`config.mk`:
```
export PLATFORM = sky130hd
export DESIGN_NAME = parallel_in_serial_out_tx_16_bit
export DESIGN_NICKNAME = d
export VERILOG_FILES = /design/src/rtl/shift_register_pkg.sv /design/src/rtl/tx_bit_counter.sv /design/src/rtl/parallel_in_serial_out_tx_16_bit.sv
export SDC_FILE = /design/constraint.sdc
export NUM_CORES = 1
export LEC_CHECK = 0
export CORE_MARGIN = 3
export CORE_UTILIZATION = 30
export DETAILED_ROUTE_END_ITERATION = 16
export HOLD_SLACK_MARGIN = 0.08
export PLACE_DENSITY = 0.68
export SETUP_SLACK_MARGIN = 0.2
export SLEW_MARGIN = 10
export SYNTH_ARGS = -nofsm -noshare
export SYNTH_HDL_FRONTEND = slang
export SYNTH_SLANG_ARGS = --single-unit
```
`constraint.sdc`:
```
create_clock -name Clk_In -period 1.4 [get_ports Clk_In]
set_input_delay 0.28 -clock Clk_In [delete_from_list [all_inputs] [get_ports Clk_In]]
set_output_delay 0.28 -clock Clk_In [all_outputs]
set_load 0.05 [all_outputs]
```
`src/rtl/shift_register_pkg.sv`:
```
// Shared definitions for the parallel-in / serial-out transmitter:
// FSM state encoding, default frame width, counter widths and the
// debug snapshot that exposes the FSM and its counters.
package shift_register_pkg;

  // Default frame length in bits.
  localparam int DEFAULT_DATA_WIDTH = 16;

  // The gap counter must hold up to 255 idle cycles.
  localparam int MAX_GAP_CYCLES = 255;
  localparam int GAP_CNT_W      = 8;

  // Bit counter width in the debug snapshot (enough for 32-bit frames).
  localparam int DBG_BIT_CNT_W = 5;

  typedef enum logic [1:0] {
    ST_IDLE  = 2'd0,
    ST_SHIFT = 2'd1,
    ST_GAP   = 2'd2
  } tx_state_t;

  // Debug view of the transmitter: FSM state plus both counters.
  typedef struct packed {
    tx_state_t                 state;
    logic [DBG_BIT_CNT_W-1:0]  bit_count;
    logic [GAP_CNT_W-1:0]      gap_count;
  } tx_debug_t;

  // Last counter value for an idle gap of the given length. A zero-length
  // gap never enters the GAP state, so its value does not matter.
  function automatic logic [GAP_CNT_W-1:0] gap_last_value(input int gap_cycles);
    int last;
    last = (gap_cycles > 0) ? gap_cycles - 1 : 0;
    return GAP_CNT_W'(last);
  endfunction

endpackage

```
`src/rtl/tx_bit_counter.sv`:
```
// Up-counter shared by the bit counter and the gap counter. The count
// clears to zero on load, then advances by one per enabled falling edge
// and saturates at last_value, so it never exceeds the frame or gap length.
module tx_bit_counter #(
  parameter int WIDTH = 4
) (
  input  logic             clk,
  input  logic             rst_n,
  input  logic             load,
  input  logic             enable,
  input  logic [WIDTH-1:0] last_value,
  output logic [WIDTH-1:0] count,
  output logic             terminal
);

  // Terminal count is reached when the counter sits on its last value.
  assign terminal = (count == last_value);

  // Clear on load, otherwise step toward last_value and hold there.
  always_ff @(negedge clk or negedge rst_n) begin
    if (!rst_n) begin
      count <= '0;
    end else if (load) begin
      count <= '0;
    end else if (enable && !terminal) begin
      count <= count + 1'b1;
    end
  end

endmodule

```
`src/rtl/parallel_in_serial_out_tx_16_bit.sv`:
```
// Parallel-in / serial-out transmitter. A word accepted on the parallel
// side is shifted out LSB first, one bit per falling edge of Clk_In, with
// frame start/done markers. An optional idle gap separates frames.
//
// Handshake: a word transfers on a falling edge of Clk_In where both
// Data_Valid_In and Data_Ready_Out are high. Data_Ready_Out depends only
// on internal state, never on Data_Valid_In. While Data_Ready_Out is low
// the parallel inputs are ignored and the word in flight is untouched.
module parallel_in_serial_out_tx_16_bit
  import shift_register_pkg::*;
#(
  parameter int   DATA_WIDTH = DEFAULT_DATA_WIDTH,
  parameter logic IDLE_LEVEL = 1'b0,
  parameter int   GAP_CYCLES = 0
) (
  input  logic                  Clk_In,
  input  logic                  Reset_N_In,
  input  logic [DATA_WIDTH-1:0] Data_In,
  input  logic                  Data_Valid_In,
  output logic                  Data_Ready_Out,
  output logic                  Serial_Data_Out,
  output logic                  Serial_Valid_Out,
  output logic                  Frame_Start_Out,
  output logic                  Frame_Done_Out,
  output logic                  Busy_Out,
  output tx_debug_t             Debug_Out
);

  localparam int                   CNT_W    = $clog2(DATA_WIDTH);
  localparam logic [CNT_W-1:0]     BIT_LAST = CNT_W'(DATA_WIDTH - 1);
  localparam logic [GAP_CNT_W-1:0] GAP_LAST = gap_last_value(GAP_CYCLES);
  localparam bit                   HAS_GAP  = (GAP_CYCLES > 0);

  tx_state_t             state;
  tx_state_t             next_state;
  logic [DATA_WIDTH-1:0] shift_reg;
  logic [CNT_W-1:0]      bit_count;
  logic                  bit_last;
  logic [GAP_CNT_W-1:0]  gap_count;
  logic                  gap_last;
  logic                  xfer;
  logic                  bit_load;
  logic                  bit_enable;
  logic                  gap_load;
  logic                  gap_enable;

  // A word moves into the shift register when both sides agree.
  assign xfer = Data_Valid_In && Data_Ready_Out;

  // Bit counter restarts with every accepted word and steps once per bit.
  assign bit_load   = xfer;
  assign bit_enable = (state == ST_SHIFT);

  // Gap counter restarts at the last bit so it is at zero on entering GAP.
  assign gap_load   = (state == ST_SHIFT) && bit_last;
  assign gap_enable = (state == ST_GAP);

  tx_bit_counter #(
    .WIDTH (CNT_W)
  ) u_bit_counter (
    .clk        (Clk_In),
    .rst_n      (Reset_N_In),
    .load       (bit_load),
    .enable     (bit_enable),
    .last_value (BIT_LAST),
    .count      (bit_count),
    .terminal   (bit_last)
  );

  tx_bit_counter #(
    .WIDTH (GAP_CNT_W)
  ) u_gap_counter (
    .clk        (Clk_In),
    .rst_n      (Reset_N_In),
    .load       (gap_load),
    .enable     (gap_enable),
    .last_value (GAP_LAST),
    .count      (gap_count),
    .terminal   (gap_last)
  );

  // State register; reset aborts any frame immediately.
  always_ff @(negedge Clk_In or negedge Reset_N_In) begin
    if (!Reset_N_In) begin
      state <= ST_IDLE;
    end else begin
      state <= next_state;
    end
  end

  // Next-state: a new word after the last bit chains with no bubble.
  always_comb begin
    next_state = state;
    case (state)
      ST_IDLE: begin
        if (xfer) begin
          next_state = ST_SHIFT;
        end
      end
      ST_SHIFT: begin
        if (bit_last) begin
          if (xfer) begin
            next_state = ST_SHIFT;
          end else if (HAS_GAP) begin
            next_state = ST_GAP;
          end else begin
            next_state = ST_IDLE;
          end
        end
      end
      ST_GAP: begin
        if (gap_last) begin
          next_state = ST_IDLE;
        end
      end
      default: begin
        next_state = ST_IDLE;
      end
    endcase
  end

  // Outputs: the line carries shift_reg[0] only while a frame is active.
  always_comb begin
    Data_Ready_Out   = 1'b0;
    Serial_Data_Out  = IDLE_LEVEL;
    Serial_Valid_Out = 1'b0;
    Frame_Start_Out  = 1'b0;
    Frame_Done_Out   = 1'b0;
    Busy_Out         = 1'b0;
    case (state)
      ST_IDLE: begin
        Data_Ready_Out = 1'b1;
      end
      ST_SHIFT: begin
        Data_Ready_Out   = bit_last && !HAS_GAP;
        Serial_Data_Out  = shift_reg[0];
        Serial_Valid_Out = 1'b1;
        Frame_Start_Out  = (bit_count == '0);
        Frame_Done_Out   = bit_last;
        Busy_Out         = 1'b1;
      end
      ST_GAP: begin
        Busy_Out = 1'b1;
      end
      default: begin
        Busy_Out = 1'b0;
      end
    endcase
  end

  // Shift register: load on transfer, otherwise shift right with idle fill.
  always_ff @(negedge Clk_In or negedge Reset_N_In) begin
    if (!Reset_N_In) begin
      shift_reg <= '0;
    end else if (xfer) begin
      shift_reg <= Data_In;
    end else if (state == ST_SHIFT) begin
      shift_reg <= {IDLE_LEVEL, shift_reg[DATA_WIDTH-1:1]};
    end
  end

  // Debug snapshot of the FSM and both counters.
  assign Debug_Out = {state, DBG_BIT_CNT_W'(bit_count), gap_count};

endmodule

```
==> flow_metrics.py <==
metrics = {
    "clocking": {
        "hold_buffers": 0,
        "cts_root_buf": "clkbuf_8",
        "cts_buffers": 5,
        "cts-htree-levels": 2,
        "clock_latency_ns": 0.28,
        "clock_sinks": 29,
        "cts_tree": "done",
        "cts.clk_slew.worst_paths_ns": 0.04,
        "cts_buffer_depth": 2,
    },
    "power": {
        "pwr-share-clk": 0.134,
        "power.leakage_nw": 1.36,
        "p_int_mw": 3.16,
        "p_total_mw": 5.11,
        "seqPwrFrac": 0.263,
        "p_switching_mw": 1.96,
        "powerDensity_nw_per_um2": 1730,
        "vdd_drop_max_mv": 1.25,
        "p_sw_frac": 0.383,
        "p_comb_frac": 0.604,
    },
    "floorplan": {
        "die_x_um": 77.3,
        "core_sq_um": 4820,
        "rows": 25,
        "die_area_sq_um": 5980,
        "start_util": 0.317,
        "die_h_um": 77.3,
        "ios": 40,
    },
    "sta": {
        "rsz0062_at_grt": "true",
        "finalSetupViolations": 46,
        "fin_skew_ns": 0.00328,
        "setup_slack_ns": -0.919,
        "hold_violations": 0,
        "drv_slew": 0,
    },
    "route": {
        "drt.antenna.violating_nets": 0,
        "viasPerCell": 4.71,
        "drc": 0,
        "via_count": 1356,
        "dr.pass1.iters": 4,
        "routed_wl_um": 4290,
        "wl_per_cell_um": 14.9,
        "drt_iter0_drc": 62,
    },
    "layout": {
        "drive_above_1_share": 0.615,
        "fin_nets": 242,
        "fin_area_sq_um": 2960,
        "largest_reg_flops": 16,
        "antennaDiodeCount": 0,
        "fillCellCount": 391,
        "area_delta_synth_final_pct": 93.6,
    },
    "run_status": {
        "status": "finished, violations left",
        "violations": "setup timing",
    },
    "hold_path": {
        "hp-class": "register to register",
    },
    "logic_synthesis": {
        "synthCells": 146,
        "synth_flop_cell": "dfrtn_1",
        "synth_edf_count": 0,
        "syn-cell-area_sq_um": 1530,
        "yosysUniqueCellTypes": 26,
        "yosysWarnings": 0,
        "synth_seq_cells": 29,
        "syn_area_per_cell_sq_um": 10.5,
        "async_reset_ff_frac": 1.00,
        "ys_seq_area_frac": 0.475,
    },
    "critical_path": {
        "worstPathRequired_ns": 1.12,
        "cp-end-kind": "output port",
        "r2r_slack_ns": -0.11,
        "arrival_ns": 2.04,
        "critPathKind": "register to output port",
        "cp-start-kind": "register",
        "critical_path.max_fanout": 4,
    },
    "grt": {
        "grt_max_degree": 30,
        "grt_pass1_wl_um": 6980,
        "grt_pass1_vias": 1460,
        "antenna_found_initial": 0,
        "grt.overflow.total": 0,
        "grt_usage": 0.146,
    },
    "place": {
        "hpwlAfterDp_um": 2500,
        "dpl-instance-area_sq_um": 2370,
        "globalplace.congestion": 0.778,
        "io_buffers": 37,
    },
    "run": {
        "cap_violations": 0,
    },
}
## path summary, 6_finish.rpt
kind	to	startpoint	cells past startpoint
max	Frame_Done_Out	u_bit_counter.count[1]	4
min reg2reg	shift_reg[3]	shift_reg[4]	2
min in group asynchronous	u_gap_counter.count[0]	Reset_N_In	2
min	shift_reg[3]	shift_reg[4]	2
max reg2reg	shift_reg[10]	state[0]	5
max in group asynchronous	shift_reg[5]	Reset_N_In	2
## power by group through the flow
stage | Sequential [mW] | Clock, mW | Combinational (mW)
after floorplan | 1.52 | 0 | 1.34
after global placement | 1.35 | 0 | 2.37
after detailed placement | 1.36 | 0 | 2.42
after CTS | 1.33 | 0.713 | 2.88
after global routing | 1.38 | 0.758 | 3.28
final | 1.34 | 0.683 | 3.09
## synth_stat cells, types with 2 or more instances
| cell | count | area [sq um] |
|---|---|---|
| o22ai_1 | 16 | 100 |
| buf_4 | 6 | 45.0 |
| nand2_1 | 7 | 26.3 |
| a21oi_2 | 10 | 87.6 |
| inv_1 | 22 | 82.6 |
| a21oi_1 | 7 | 35.0 |
| mux2i_1 | 2 | 20.0 |
| nor2_1 | 2 | 7.51 |
| buf_6 | 2 | 22.5 |
| dfrtn_1 | 29 | 726 |
| ha_1 | 2 | 25.0 |
| buf_2 | 2 | 10.0 |
| clkbuf_1 | 3 | 11.3 |
| and2_1 | 9 | 56.3 |
| mux2_2 | 16 | 180 |
## critical path, stage by stage, from the launching register on
cell and delay [ns]:
dfrtn_1 0.49, ha_4 0.17, nand4_1 0.16, inv_4 0.10
buf_12 0.13
## metrics by stage
step	setup TNS (ns)	hold WS [ns]	instances	worst slack, ns	util
after floorplan	-19.18	0.450	147	-1.16	-
after global placement	-27.21	0.457	261	-0.982	0.492
after detailed placement	-27.65	0.472	261	-1.00	0.492
after CTS	-15.31	0.473	283	-0.935	0.587
after global routing	-17.81	0.500	288	-1.02	0.614
final	-15.86	0.464	288	-0.919	0.614
## per-layer routing
metal,wire (um),global-route usage,vias up
li1,-,-,644
met3,258,0.0545,6
met4,31,0.0391,0
met1,1660,0.166,671
met2,2330,0.258,35
met5,0,0,-
## timing repair
item	CTS	global route
buffers inserted	11	5
pin swaps	12	1
cloned	4	0
resized for setup	78	16
setup endpoints to repair	48	48
## area by class of cell
| cell class | instances | area, sq um | share of cell area |
|---|---|---|---|
| timing repair buffer | 79 | 1020 | 0.344 |
| sequential | 29 | 726 | 0.246 |
| multi-input combinational | 84 | 950 | 0.321 |
| clock buffer | 7 | 86.3 | 0.0292 |
| tap | 67 | 83.8 | 0.0284 |
| inverter | 22 | 92.6 | 0.0313 |
## cell families (layout without fill, tap and decap cells)
kind of cell,count (synthesis),after routing,synth area share
AOI/OAI and AO/OA,36,36,0.162
buffers and inverters,35,108,0.112
DFF,29,29,0.475
and+or+nand+nor,25,26,0.100
muxes,18,18,0.131
adders and majority gates,2,2,0.0164
other,1,2,0.00246
## placed cells by master (no fill, tap or decap), types with 3 or more instances in the layout
master and instances:
dfrtn_1 29, buf_12 21, inv_1 20, buf_4 20, a21oi_2 16, dlygate4sd2_1 16
buf_6 15, mux2_4 13, and2_4 11, o22ai_4 10, o22ai_2 6, clkbuf_8 6
nand2_1 4, mux2_2 3, buf_16 3, buf_8 3
Power figures use the tool's default switching activity.
